[src/rtl/mem_ctrl_pkg.sv]
// Shared definitions for the SRAM-backed memory controllers: state encoding,
// default address map / timing, SRAM bus widths and the word-index helper.
package mem_ctrl_pkg;

    typedef enum logic [1:0] {
        IDLE = 2'd0,
        LO   = 2'd1,
        HI   = 2'd2,
        DONE = 2'd3
    } state_t;

    localparam logic [31:0] DEF_BASE_ADDR     = 32'd1024;
    localparam int          DEF_ACCESS_CYCLES = 3;
    localparam int          ADDR_W            = 18;
    localparam int          DQ_W              = 16;

    // Byte address -> 32-bit word index; unmapped high bits and byte offset drop out.
    function automatic logic [ADDR_W-2:0] word_index(input logic [31:0] address,
                                                     input logic [31:0] base);
        return (ADDR_W-1)'((address - base) >> 2);
    endfunction

endpackage

[src/rtl/sram_phase_counter.sv]
// Counts the clocks of one SRAM phase, wrapping to 0 after ACCESS_CYCLES-1.
// last flags the final clock of the phase.
module sram_phase_counter #(
    parameter int  ACCESS_CYCLES = 3,
    localparam int CW            = $clog2(ACCESS_CYCLES)
) (
    input  logic          clk,
    input  logic          rst,
    input  logic          clear,
    input  logic          en,
    output logic [CW-1:0] count,
    output logic          last
);

    assign last = (count == CW'(ACCESS_CYCLES - 1));

    always_ff @(posedge clk or posedge rst) begin
        if (rst) begin
            count <= '0;
        end else if (clear) begin
            count <= '0;
        end else if (en) begin
            count <= last ? '0 : count + 1'b1;
        end
    end

endmodule

[src/rtl/sram_mem_controller.sv]
// MEM-stage data controller: each 32-bit LDR/STR becomes two 16-bit SRAM
// phases (low half, then high half) while ready holds the pipeline frozen.
module sram_mem_controller
    import mem_ctrl_pkg::*;
#(
    parameter logic [31:0] BASE_ADDR     = DEF_BASE_ADDR,
    parameter int          ACCESS_CYCLES = DEF_ACCESS_CYCLES
) (
    input  logic              clk,
    input  logic              rst,
    input  logic              wr_en,
    input  logic              rd_en,
    input  logic [31:0]       address,
    input  logic [31:0]       write_data,
    output logic [31:0]       read_data,
    output logic              ready,
    output logic [ADDR_W-1:0] sram_addr,
    output logic              sram_we_n,
    output logic [DQ_W-1:0]   sram_dq_out,
    output logic              sram_dq_oe,
    input  logic [DQ_W-1:0]   sram_dq_in,
    output logic [1:0]        dbg_state
);

    localparam int CW = $clog2(ACCESS_CYCLES);

    state_t            state;
    logic              is_write;
    logic [ADDR_W-2:0] idx;
    logic [31:0]       wdata;
    logic [CW-1:0]     count;
    logic              last;
    logic              req;
    logic              we_next;

    // Handshake: the MEM stage holds rd_en/wr_en (and address/data) until it
    // sees ready high; ready high with a request pending means that request
    // has just completed (DONE), never that a new one was accepted.
    assign req       = rd_en | wr_en;
    assign ready     = (state == DONE) || (state == IDLE && !req);
    assign dbg_state = state;

    // Strobe stays low up to the second-to-last clock so address/data are held on the last.
    assign we_next = is_write && (int'(count) < ACCESS_CYCLES - 2);

    sram_phase_counter #(.ACCESS_CYCLES(ACCESS_CYCLES)) u_phase_counter (
        .clk   (clk),
        .rst   (rst),
        .clear (state == IDLE || state == DONE),
        .en    (state == LO || state == HI),
        .count (count),
        .last  (last)
    );

    always_ff @(posedge clk or posedge rst) begin
        if (rst) begin
            state       <= IDLE;
            is_write    <= 1'b0;
            idx         <= '0;
            wdata       <= '0;
            read_data   <= '0;
            sram_addr   <= '0;
            sram_we_n   <= 1'b1;
            sram_dq_out <= '0;
            sram_dq_oe  <= 1'b0;
        end else begin
            case (state)
                IDLE: begin
                    if (req) begin
                        state       <= LO;
                        is_write    <= wr_en;
                        idx         <= word_index(address, BASE_ADDR);
                        wdata       <= write_data;
                        sram_addr   <= {word_index(address, BASE_ADDR), 1'b0};
                        sram_dq_out <= write_data[15:0];
                        sram_dq_oe  <= wr_en;
                        sram_we_n   <= !wr_en;
                    end
                end
                LO: begin
                    if (last) begin
                        state       <= HI;
                        sram_addr   <= {idx, 1'b1};
                        sram_dq_out <= wdata[31:16];
                        sram_dq_oe  <= is_write;
                        sram_we_n   <= !is_write;
                        if (!is_write) read_data[15:0] <= sram_dq_in;
                    end else begin
                        sram_we_n <= !we_next;
                    end
                end
                HI: begin
                    if (last) begin
                        state      <= DONE;
                        sram_dq_oe <= 1'b0;
                        sram_we_n  <= 1'b1;
                        if (!is_write) read_data[31:16] <= sram_dq_in;
                    end else begin
                        sram_we_n <= !we_next;
                    end
                end
                DONE: begin
                    state <= IDLE;
                end
                default: state <= IDLE;
            endcase
        end
    end

endmodule

[config.mk]
export PLATFORM = sky130hd
export DESIGN_NAME = sram_mem_controller
export DESIGN_NICKNAME = d
export VERILOG_FILES = /design/src/rtl/mem_ctrl_pkg.sv /design/src/rtl/sram_phase_counter.sv /design/src/rtl/sram_mem_controller.sv
export SDC_FILE = /design/constraint.sdc
export NUM_CORES = 1
export LEC_CHECK = 0
export BUFFER_PORTS_ARGS = -buffer_cell sky130_fd_sc_hd__buf_2
export CORE_MARGIN = 1.5
export CORE_UTILIZATION = 40
export CTS_BUF_LIST = sky130_fd_sc_hd__clkbuf_16
export CTS_CLUSTER_DIAMETER = 80
export DETAILED_ROUTE_END_ITERATION = 16
export PLACE_DENSITY = 0.73
export SYNTH_ARGS = -nofsm -noshare
export SYNTH_HDL_FRONTEND = slang
export SYNTH_SLANG_ARGS = --single-unit
[constraint.sdc]
create_clock -name clk -period 4.15 [get_ports clk]
set_clock_uncertainty 0.05 [all_clocks]
set_input_delay 0.415 -clock clk [delete_from_list [all_inputs] [get_ports clk]]
set_output_delay 0.415 -clock clk [all_outputs]
set_load 0.02 [all_outputs]
==> summary.txt, run 1 <==
Clock tree
  • Clock Sink Count: 106
  • Max H-tree Level: 3
  • Clock-pin slew on the worst setup and hold paths: 70 ps
  • CTS-repair resized insts: 0
  • # Post-CTS Setup Buffers: 0
  • TritonCTS clock tree: built
  • Total CTS buffers: 9
  • Hold buffer count at cts: 0
  • Maximum clock path buffer count: 2
  • Worst-Skew Late Latency: 340 ps
  • Clk Tree Root Cell: clkbuf_16

Pwr
  • Power Internal: 2.85 mW
  • Power Total: 4.73 mW
  • Comb pwr share: 44.6%
  • P per Cell Area: 840 mW/mm²
  • Pleak: 2.66 nW
  • Worst vdd ir: 0.000419 V
  • Share of power burned in registers: 38.8%
  • Clock power share: 16.6%
  • Psw: 1.89 mW
  • Sw Ratio: 39.9%

STA
  • Hold WS: 241 ps
  • RSZ-0062 raised after global routing: false
  • Final worst slack: 1710 ps
  • Max frequency: 0.410 GHz
  • Endpoints failing setup: 0
  • Tightest Pin Transition: 993 ps
  • Fin Setup TNS: 0 ps
  • Slew Limit Fails: 0
  • Slew headroom: 33.8%
  • Final hold violation count: 0
  • Minimum clock period: 2440 ps
  • Tcrit/Tclk final: 58.8%

Drt
  • Drt initial violations: 108
  • Detail Route Antenna Nets: 0
  • Vias: 3187
  • Vias per cell: 4.97
  • Number of remaining DRC errors: 0
  • TritonRoute pass-1 iters: 4
  • Wire length per cell: 14.8 µm
  • WL final: 9510 µm

Yosys
  • Count leader, synth: dfrtp_1
  • Syn_area_per_cell: 12.6 µm²
  • FFs w/ async S/R, synth: 100%
  • Top cells by count, synth: dfrtp_1, mux2_2, nand2_1
  • Area leader, netlist: dfrtp_1
  • Mapped Area: 0.00456 mm²
  • EDFF count, synth: 0
  • Cells after synthesis: 361
  • Top_reg_cell synth: dfrtp_1
  • Cell variety after synth: 37
  • Ranking of synthesized cells by area: dfrtp_1, mux2_2, mux2i_1
  • Syn_nets: 451
  • Post-synth top area share: 57.7%
  • Seq cells post-synth: 106
  • Seq/Total Area, Yosys: 58.3%
  • Synthesis warning total: 0

Worst setup path
  • Worst path slowest cell: nor3b_1
  • Worst-path cell chain: inv_1, ha_1, nor3b_1, or2_2, buf_2
  • R2R setup slack: 1720 ps
  • Worst Path Required: 3680 ps
  • Kind of start point of the critical path: register
  • CP Max Fanout: 5
  • Worst path max stage delay: 470 ps
  • Crit path DAT: 1970 ps
  • WS Path Type: register to output pin
  • Setup crit end kind: output pin

Cells and area
  • Layout area overhead: 23.7%
  • Post-route cell area: 0.00563 mm²
  • Nets@finish: 585
  • Share of post-route cells with drive strength above 1: 46.2%

Global route
  • Number of global-route vias before repair: 3311
  • Initial antenna violation count: 1
  • Largest net degree at the start of global routing: 83
  • GRT Total Usage: 16.7%
  • First-pass GRT wire length: 15500 µm
  • Grt ovf: 0

Floorplan
  • Row cnt: 38
  • Vert. Die Dim: 110 µm
  • Top Ports: 155
  • Initial Util: 41.5%
  • Core ar.: 0.0110 mm²
  • Die Width: 110 µm
  • Die area: 0.0120 mm²

Job
  • Max-cap violations: 0

Place
  • Pre-CTS setup slack: 1680 ps
  • Area after DPL: 0.00536 mm²
  • Final GP Congestion: 0.781
  • Port bufs: 139
  • Dpl hpwl: 6730 µm

Worst hold path
  • Hold Path Class: input pin to async pin

Outcome
  • Status: finished, final reports clean
placed cells by master (no fill, tap or decap), types with 2 or more instances in the layout:
master and count:
buf_2 139, dfrtp_1 105, mux2_2 60, nand2_1 43, o21ai_0 41, mux2i_1 26, clkbuf_16 9, nor2_1 7
inv_1 6, a21oi_1 5, xnor2_1 5, ha_1 5, nand3_1 4, nand2b_1 3, nor3b_1 3, or2_2 3
clkinvlp_4 3, buf_4 3, xor2_1 2, o211ai_1 2, nor3b_4 2, clkinv_2 2
final timing paths:
path / cells after the start / startpoint / end
worst max-delay path: 5 / dbg_state[0]$_DFFE_PP0P_ / ready
worst min-delay path: 2 / rst / read_data[20]$_DFFE_PP0P_
worst max register to register: 4 / dbg_state[1]$_DFFE_PP0P_ / read_data[12]$_DFFE_PP0P_
worst min register to register: 1 / u_phase_counter.count[0]$_DFFE_PP0P_ / u_phase_counter.count[0]$_DFFE_PP0P_
max in group asynchronous: 3 / rst / wdata[28]$_DFFE_PP0P_
min in group clk: 2 / write_data[23] / wdata[23]$_DFFE_PP0P_
final cells by class:
cell class | count | area, µm²
multi-input cells | 229 | 1790
repair buffers | 142 | 718
diodes | 1 | 2.50
well taps | 140 | 175
clock buffers | 9 | 225
inverters | 7 | 28.8
fillers | 979 | 5350
flip-flops and latches | 106 | 2650
clock inverters | 7 | 45.0
state kept, by name, indices dropped and copies added (netlist names):
name	flops
is_write	1
sram_dq_out	16
sram_addr	18
idx	17
sram_dq_oe	1
read_data	32
u_phase_counter.count	2
dbg_state	2
sram_we_n	1
wdata	16
metrics by stage:
step                      std cells  utilization, %
after global placement          624            48.8
after global routing            641            51.3
after CTS                       640            51.3
after detailed placement        624            48.8
final                           641            51.3
after floorplan                 361               -
critical path, delay by kind of cell, from the launching register on:
kind	cells	cell delay, ps
simple gates	2	660
flops	1	430
buf+inv	2	280
fa+ha+maj	1	260
power by group through the flow:
| stage | combinational, mW | sequential [mW] | clock [mW] |
|---|---|---|---|
| after floorplan | 1.11 | 2.24 | 0 |
| after global placement | 2.08 | 1.83 | 0 |
| after detailed placement | 2.15 | 1.86 | 0 |
| after CTS | 2.15 | 1.84 | 0.814 |
| after global routing | 2.34 | 1.91 | 0.848 |
| final | 2.11 | 1.84 | 0.785 |
per-layer routing:
layer  vias up  GRT usage [%]  wire, µm
met5         -              0         0
met4         0           7.98       166
met3        15           5.28       751
met2       105           28.7      4650
met1      1549           18.7      3940
li1       1518              -         -
cells by family (layout without fill, tap and decap cells):
family          Yosys count  count (layout)  share of synthesized area [%]
fa+ha+maj                 6               6                           1.65
simple gates             72              72                           8.21
buf+inv                  26             165                           2.88
mux                      86              86                           20.5
other cells               0               1                              0
flops                   106             106                           58.3
xor+xnor                  7               7                           1.35
compound gates           58              58                           7.11
No activity file was read; power rests on OpenSTA's default activity.
==> run 2: changes to the inputs <==
clock period = 2.5 ns   (was 4.15 ns; I/O delays follow)
==> run 2 against run 1 <==
Effect of this change: die area did not move; combinational power rose by 68%; register-to-register slack worse by 1500 ps; setup slack worse by 1500 ps; sequential share of layout area fell by 0.57 points; cell count grew 0.16%; final area rose by 1.2%; non-clock buffer count grew 4; global-route usage is 0.26 points lower.
==> summary.txt, run 2 (synthesized netlist as in run 1, its figures left out) <==
Floorplan
  • Row cnt: 38
  • Die area: 0.0120 mm²
  • Vert. Die Dim: 110 µm
  • Die Width: 110 µm
  • Initial Util: 41.5%
  • Core ar.: 0.0110 mm²
  • Top Ports: 155

Pwr
  • Psw: 3.09 mW
  • Comb pwr share: 44.1%
  • Clock power share: 17.9%
  • P per Cell Area: 1410 mW/mm²
  • Worst vdd ir: 0.000706 V
  • Pleak: 2.71 nW
  • Sw Ratio: 38.5%
  • Power Internal: 4.94 mW
  • Share of power burned in registers: 38.0%

Cells and area
  • Largest Register: read_data
  • Nets@finish: 589
  • Sequential cell area: 0.00265 mm²
  • Area of the multi-input gates: 0.00179 mm²
  • Leading registers by flop count: read_data (32), sram_addr (18), idx (17)
  • Most common cell after layout, fill and taps aside: buf_2
  • Layout area overhead: 25.2%
  • Fillers: 967
  • Commonest cells after routing, fill and taps aside: buf_2, dfrtp_1, mux2_2
  • Share of post-route cells with drive strength above 1: 46.2%
  • Max reg flops: 32
  • Post-route cell area: 0.00570 mm²
  • N_diodes: 0
  • Util after Layout: 51.9%

Global route
  • Grt met1 use: 18.6%
  • Initial antenna violation count: 0
  • Met3 usage: 7.05%
  • Grt ovf: 0
  • Largest net degree at the start of global routing: 107
  • M2 GR Usage: 28.0%
  • GR peak layer: met2
  • First-pass GRT wire length: 15100 µm
  • Number of global-route vias before repair: 3200
  • GRT Total Usage: 16.4%

Place
  • Final GP Congestion: 0.791
  • Port bufs: 139
  • Area after DPL: 0.00541 mm²
  • Dpl hpwl: 6740 µm

STA
  • Minimum clock period: 2280 ps
  • Fin Setup TNS: 0 ps
  • Max frequency: 0.438 GHz
  • Slew Limit Fails: 0
  • RSZ-0062 raised after global routing: false
  • Final hold violation count: 0
  • Endpoints failing setup: 0
  • Tightest Pin Transition: 986 ps
  • Tcrit/Tclk final: 91.3%
  • Slew headroom: 34.3%

Drt
  • Number of remaining DRC errors: 0
  • Drt initial violations: 120
  • Detail Route Antenna Nets: 0
  • TritonRoute pass-1 iters: 4
  • Vias per cell: 4.93
  • Wire length per cell: 14.7 µm
  • WL final: 9460 µm
  • Vias: 3167

Clock tree
  • CTS-repair resized insts: 0
  • Clock Sink Count: 106
  • Hold buffer count at cts: 0
  • Total CTS buffers: 9
  • Clock-pin slew on the worst setup and hold paths: 60 ps
  • Maximum clock path buffer count: 2
  • Max H-tree Level: 3
  • Worst-Skew Late Latency: 340 ps
  • Clk Tree Root Cell: clkbuf_16
  • # Post-CTS Setup Buffers: 0
  • TritonCTS clock tree: built

Worst setup path
  • Worst Path Required: 2200 ps
  • Crit path DAT: 1980 ps
  • Kind of start point of the critical path: register
  • WS Path Type: register to output pin
  • Worst path max stage delay: 490 ps
  • CP Max Fanout: 5
  • Setup crit end kind: output pin
  • Worst-path cell chain: inv_1, ha_1, nor3b_1, or2_2, buf_2
  • Worst path slowest cell: nor3b_1

Worst hold path
  • Hold Path Class: input pin to async pin

Outcome
  • Status: finished, final reports clean

Job
  • Max-cap violations: 0
-- run 2: changes by cell type in the layout (fill, tap and decap cells not counted) --
cell	previous run	this run
buf_12	0	1
buf_4	3	6
bufinv_16	0	2
clkinv_2	2	1
clkinvlp_4	3	1
diode_2	1	0
inv_1	6	7
inv_4	1	0
inv_6	1	0
-- run 2: per-layer routing --
layer	vias to the layer above	routed length, µm
met3	11	737
met1	1531	4090
met2	101	4530
met4	0	103
li1	1524	-
met5	-	0
-- run 2: path summary, 6_finish.rpt --
path                                              from                          end  slack [ps]  cells after the start
max                           dbg_state[0]$_DFFE_PP0P_                        ready         220                      5
min                                                rst  sram_dq_out[10]$_DFFE_PP0P_          10                      3
max reg2reg                   dbg_state[0]$_DFFE_PP0P_  sram_dq_out[14]$_DFFE_PP0P_         240                      5
min reg2reg                sram_dq_out[13]$_DFFE_PP0P_  sram_dq_out[13]$_DFFE_PP0P_         420                      2
max in group asynchronous                          rst        wdata[31]$_DFFE_PP0P_        1980                      3
min in group clk                        write_data[16]        wdata[16]$_DFFE_PP0P_          90                      2
-- run 2: critical path, delay by kind of cell (launching register included) --
| family | cells | cell delay (ps) |
|---|---|---|
| AND/OR/NAND/NOR | 2 | 690 |
| flip-flops | 1 | 430 |
| buffers and inverters | 2 | 270 |
| adder cells (fa/ha/maj) | 1 | 250 |
-- run 2: through the flow --
step | std cells | hold WS, ps | power (mW) | setup slack (ps)
finish | 642 | 11.7 | 8.03 | 219
global route | 642 | 68.4 | 8.65 | 42.0
CTS | 642 | 33.4 | 8.15 | 223
detailed placement | 628 | 410 | 6.68 | 224
global placement | 628 | 404 | 6.51 | 337
floorplan | 361 | 312 | 5.56 | 523
-- run 2: power by group through the flow --
stage                     Clock [mW]  Sequential [mW]  Combinational (mW)
after detailed placement           0             3.09                3.59
after CTS                       1.49             3.06                3.59
after floorplan                    0             3.71                1.84
final                           1.44             3.05                3.54
after global routing            1.55             3.17                3.92
after global placement             0             3.02                3.49
-- run 2: cell type report --
| cell class | count | area share [%] |
|---|---|---|
| Sequential cell | 106 | 46.5 |
| Clock inverter | 5 | 1.27 |
| Inverter | 7 | 0.527 |
| Clock buffer | 9 | 3.95 |
| Tap cell | 140 | 3.07 |
| Timing Repair Buffer | 146 | 13.3 |
| Multi-Input combinational cell | 229 | 31.3 |
